`config.mk`:
```
export PLATFORM = sky130hd
export DESIGN_NAME = fir_mac_serial
export DESIGN_NICKNAME = d
export VERILOG_FILES = /design/src/rtl/fir_mac_serial.sv
export SDC_FILE = /design/constraint.sdc
export NUM_CORES = 2
export LEC_CHECK = 0
export BUFFER_PORTS_ARGS = -buffer_cell sky130_fd_sc_hd__clkbuf_2
export CAP_MARGIN = 20
export CORE_UTILIZATION = 64
export CTS_CLUSTER_DIAMETER = 40
export CTS_CLUSTER_SIZE = 24
export DETAILED_ROUTE_END_ITERATION = 12
export GPL_TIMING_DRIVEN = 0
export PLACE_DENSITY_LB_ADDON = 0.05
export REMOVE_ABC_BUFFERS = 1
export SLEW_MARGIN = 20
export SYNTH_ARGS = -nofsm -noshare
export SYNTH_HDL_FRONTEND = slang
export SYNTH_SLANG_ARGS = --single-unit
```
`constraint.sdc`:
```
create_clock -name clk -period 9.63 [get_ports clk]
set_clock_uncertainty 0.05 [all_clocks]
set_input_delay 0.4815 -clock clk [delete_from_list [all_inputs] [get_ports clk]]
set_output_delay 0.4815 -clock clk [all_outputs]
set_load 0.005 [all_outputs]
```
`src/rtl/fir_mac_serial.sv`:
```
// Time-multiplexed FIR engine: circular delay line, one shared multiplier, one output per sample.
// Optional macro FIR_SAT_EN clamps the shifted accumulator to the output range instead of wrapping.
module fir_mac_serial #(
    parameter int NBADD = 8,
    parameter int NBITS = 16,
    parameter int NTAPS = 96,
    parameter int DW    = 12,
    parameter int SHIFT = 13,
    parameter int OUTW  = 16
) (
    input  logic             clk,
    input  logic             rst_n,
    input  logic             din_valid,
    input  logic [DW-1:0]    din,
    output logic [NBADD-1:0] coeff_addr,
    input  logic [NBITS:0]   coeff,
    output logic             dout_valid,
    output logic [OUTW-1:0]  dout,
    output logic             busy,
    output logic             overrun
);

    localparam int PW   = DW + NBITS + 1;
    localparam int ACCW = PW + $clog2(NTAPS);
    localparam int PTRW = (NTAPS > 1) ? $clog2(NTAPS) : 1;
    localparam int EXTW = ACCW + OUTW;

    localparam logic [PTRW-1:0]  LAST_PTR = PTRW'(NTAPS - 1);
    localparam logic [NBADD-1:0] LAST_TAP = NBADD'(NTAPS - 1);

`ifdef FIR_SAT_EN
    localparam logic signed [EXTW-1:0] SAT_MAX = {{(EXTW-OUTW+1){1'b0}}, {(OUTW-1){1'b1}}};
    localparam logic signed [EXTW-1:0] SAT_MIN = {{(EXTW-OUTW+1){1'b1}}, {(OUTW-1){1'b0}}};
`endif

    typedef enum logic [1:0] {IDLE, RUN, DRAIN, OUT} state_t;

    state_t                  state;
    logic signed [DW-1:0]    mem [NTAPS];
    logic [PTRW-1:0]         wr_ptr;
    logic [PTRW-1:0]         rd_ptr;
    logic signed [ACCW-1:0]  acc;
    logic signed [PW-1:0]    prod_p1;
    logic                    vld_p1;

    logic                    accept;
    logic signed [ACCW-1:0]  acc_sum;
    logic signed [DW-1:0]    tap_x;
    logic signed [NBITS:0]   tap_c;

    function automatic logic signed [OUTW-1:0] fmt_out(input logic signed [ACCW-1:0] a);
        logic signed [EXTW-1:0] s;
        s = EXTW'(a) >>> SHIFT;
`ifdef FIR_SAT_EN
        if (s > SAT_MAX)
            s = SAT_MAX;
        else if (s < SAT_MIN)
            s = SAT_MIN;
`endif
        return s[OUTW-1:0];
    endfunction

    always_comb begin
        accept  = din_valid && (state == IDLE || state == OUT);
        tap_x   = mem[rd_ptr];
        tap_c   = $signed(coeff);
        acc_sum = acc + (vld_p1 ? ACCW'(prod_p1) : '0);
    end

    always_ff @(posedge clk or negedge rst_n) begin
        if (!rst_n) begin
            state      <= IDLE;
            for (int i = 0; i < NTAPS; i++)
                mem[i] <= '0;
            wr_ptr     <= '0;
            rd_ptr     <= '0;
            acc        <= '0;
            prod_p1    <= '0;
            vld_p1     <= 1'b0;
            coeff_addr <= '0;
            dout       <= '0;
            dout_valid <= 1'b0;
            busy       <= 1'b0;
            overrun    <= 1'b0;
        end else begin
            overrun    <= din_valid && (state == RUN || state == DRAIN);
            dout_valid <= 1'b0;
            case (state)
                IDLE, OUT: begin
                    if (accept) begin
                        mem[wr_ptr] <= $signed(din);
                        rd_ptr      <= wr_ptr;
                        wr_ptr      <= (wr_ptr == LAST_PTR) ? '0 : wr_ptr + 1'b1;
                        coeff_addr  <= '0;
                        acc         <= '0;
                        vld_p1      <= 1'b0;
                        busy        <= 1'b1;
                        state       <= RUN;
                    end else begin
                        state <= IDLE;
                    end
                end
                // multiply stage feeds prod_p1; accumulate stage lags it by one cycle
                RUN: begin
                    prod_p1 <= PW'(tap_x) * PW'(tap_c);
                    vld_p1  <= 1'b1;
                    acc     <= acc_sum;
                    rd_ptr  <= (rd_ptr == '0) ? LAST_PTR : rd_ptr - 1'b1;
                    if (coeff_addr == LAST_TAP) begin
                        coeff_addr <= '0;
                        state      <= DRAIN;
                    end else begin
                        coeff_addr <= coeff_addr + 1'b1;
                    end
                end
                // final product folds in here; output is formatted from the completed sum
                DRAIN: begin
                    acc        <= acc_sum;
                    dout       <= fmt_out(acc_sum);
                    dout_valid <= 1'b1;
                    busy       <= 1'b0;
                    state      <= OUT;
                end
                default: state <= IDLE;
            endcase
        end
    end

endmodule

```
==> flow_metrics.env <==
export IMPL_postPlaceCellArea_mm2=0.0674
export IMPL_final_cells=6005
export IMPL_hold_path_class="input pin to flip-flop"
export IMPL_grt_max_degree=95
export IMPL_cts_buffer_depth=3
export IMPL_dp_hpwl_mm=100
export IMPL_synth_seq_area_share=0.481
export IMPL_fmax_mhz=108
export IMPL_rsz0062_at_grt="no"
export IMPL_cpMostUsedCell="fa_1"
export IMPL_period_minus_slack_ps=9270
export IMPL_fin_util=0.730
export IMPL_pin_count=59
export IMPL_syn_area_mm2=0.0653
export IMPL_syn_to_final_growth_pct=12.4
export IMPL_cp_arrival_ps=9820
export IMPL_yosys_warnings=0
export IMPL_fin_ws_ps=361
export IMPL_io_buffers=58
export IMPL_ant_nets=0
export IMPL_clock_tree_htree_level_count=4
export IMPL_drcViolationCount=0
export IMPL_clkTransAtPathRegs_ps=60
export IMPL_yosys_top_cells_area="dfrtp_1 (48%), mux2_2 (20%), mux4_2 (12%)"
export IMPL_setup_viol=0
export IMPL_max_stage_delay_ps=620
export IMPL_worst_pin_slew_ps=1220
export IMPL_synth_largest_area_cell="dfrtp_1"
export IMPL_period_share=0.963
export IMPL_hold_viol=0
export IMPL_drtIter0Drc=2628
export IMPL_root_buffer="clkbuf_16"
export IMPL_synthCells=4587
export IMPL_synth_top_area_frac=0.481
export IMPL_cp_end_kind="flip-flop"
export IMPL_cp_max_fo=28
export IMPL_fin_nets=4833
export IMPL_fp_dieArea_mm2=0.103
export IMPL_drive_gt1_frac=0.447
export IMPL_maxSlewHeadroom=0.183
export IMPL_yosys_top_cells_count="dfrtp_1 (1254), mux2_2 (1185), mux4_2 (359)"
export IMPL_maxSlewViolCount=0
export IMPL_die_y_um=321
export IMPL_grt_pass1_wl_mm=242
export IMPL_place_gp_congestion=0.825
export IMPL_cp_start_kind="flip-flop"
export IMPL_ys_ff_latch=1254
export IMPL_synth_edff_count=0
export IMPL_start_util=0.649
export IMPL_rows=116
export IMPL_via_per_inst=6.30
export IMPL_insertion_delay_ps=760
export IMPL_grt_total_usage=0.310
export IMPL_synthArstFlopShare=1.00
export IMPL_num_vias=37800
export IMPL_final_area_mm2=0.0734
export IMPL_max_cap_violations=0
export IMPL_dpl_worst_slack_ps=-721
export IMPL_n_antenna_cell=0
export IMPL_cts_sinks=1254
export IMPL_core_area_mm2=0.101
export IMPL_synth_most_common_cell="dfrtp_1"
export IMPL_drt_wirelength_per_cell_um=25.5
export IMPL_grt_pass1_vias=39900
export IMPL_status="finished clean"
export IMPL_path_class="flip-flop to flip-flop"
export IMPL_power_ir_vdd_worst_mv=0.346
export IMPL_antenna_found_initial=3
export IMPL_synthDistinctLibCells=71
export IMPL_leakagePower_nw=35.1
export IMPL_routed_wl_mm=153
export IMPL_grt_overflow_total=0
export IMPL_dp_cells=5696
export IMPL_synth_flop_cell="dfrtp_1"
export IMPL_drt_pass1_iter_count=6
export IMPL_cpMaxStageDelayCell="mux4_2"
export IMPL_cts_tree="built"
export IMPL_cts_made_buffers=159
export IMPL_die_x_um=321
export IMPL_pwr_density_cell_mw_per_mm2=293
export IMPL_timing_hold_ws_ps=101
export IMPL_required_ps=10180
export IMPL_synth_area_per_cell_um2=14.2
[layer usage]
| layer | part of all wire | global-route usage | wire length (µm) | up-vias |
|---|---|---|---|---|
| met2 | 0.48 | 0.484 | 73800 | 925 |
| met5 | 0.00012 | 0 | 19 | - |
| met1 | 0.44 | 0.453 | 68200 | 20400 |
| li1 | - | - | - | 16200 |
| met3 | 0.046 | 0.0453 | 7020 | 224 |
| met4 | 0.028 | 0.101 | 4310 | 2 |
[critical path: cells and delay by family, from the launching register on]
kind / cells / cell delay (ps)
mux: 3 / 1730
flops: 1 / 430
compound gates: 8 / 1730
fa+ha+maj: 6 / 2810
buf+inv: 8 / 1350
simple gates: 3 / 680
xor+xnor: 1 / 220
[repair_timing]
item / 4_1_cts / 5_1_grt
endpoints found under the setup margin: 10 / 2
hold buffers: 1 / 0
endpoints found under the hold margin: 50 / 0
gates cloned: 0 / 2
pin swaps: 3 / 1
setup buffers: 9 / 5
resized for setup: 2 / 7
[area by class of cell]
cell class / instances / area [µm²]
multi-input cells: 2726 / 31600
flip-flops and latches: 1254 / 31400
fillers: 6581 / 27200
clock buffers: 190 / 4390
repair buffers: 142 / 2020
well taps: 1357 / 1700
clock inverters: 101 / 1340
inverters: 235 / 890
[cell usage in the layout (no fill, tap or decap), types with 24 or more instances in the layout]
cell,synthesis,routed
buf_16,0,41
clkbuf_16,0,165
nand3_1,26,24
mux4_2,359,359
clkbuf_2,0,45
a21oi_1,66,65
dfrtp_1,1254,1250
xnor2_1,41,41
mux2_2,1185,1185
nor2b_1,27,27
inv_1,234,234
nor2_1,107,42
nor2_2,9,73
ha_1,94,92
and2_1,89,89
o21ai_0,78,77
fa_1,189,189
nand2_1,236,235
[cells by family after synthesis]
logic type | count (synthesis) | share of synthesized area
xor+xnor | 58 | 0.00778
compound gates | 255 | 0.0242
buf+inv | 607 | 0.0388
flops | 1254 | 0.481
simple gates | 561 | 0.0399
fa+ha+maj | 283 | 0.0760
mux | 1569 | 0.332
[worst paths after layout]
path / start / end / slack (ps) / cells after the start
worst min register to register: prod_p1[9] / prod_p1[9] / 430 / 1
min in group asynchronous: rst_n / mem[1144] / 230 / 2
worst max-delay path: rd_ptr[0] / prod_p1[28] / 360 / 29
max in group asynchronous: rst_n / mem[682] / 6460 / 8
worst min-delay path: din[4] / mem[1120] / 100 / 2
worst max register to register: rd_ptr[0] / prod_p1[28] / 360 / 29
[per-stage QoR]
stage               TNS [ps]  total power, mW
floorplan            -233810             12.8
global placement           -             14.8
detailed placement     -2060             15.2
CTS                        0             21.6
global route               0             22.8
finish                     0             21.5
[sequential cells by signal, summed over array words and instances, names as in the netlist, 2 cells and up]
register    flops
prod_p1        29
wr_ptr          7
dout           16
coeff_addr      8
state           2
rd_ptr          7
acc            29
mem          1152
[power breakdown]
group,switching [mW],internal (mW),total (mW)
logic,4.97,3.83,8.80
registers,0.474,5.93,6.40
clock network,2.40,3.90,6.29
total,7.84,13.7,21.5
(Power assumes the default switching activity.)
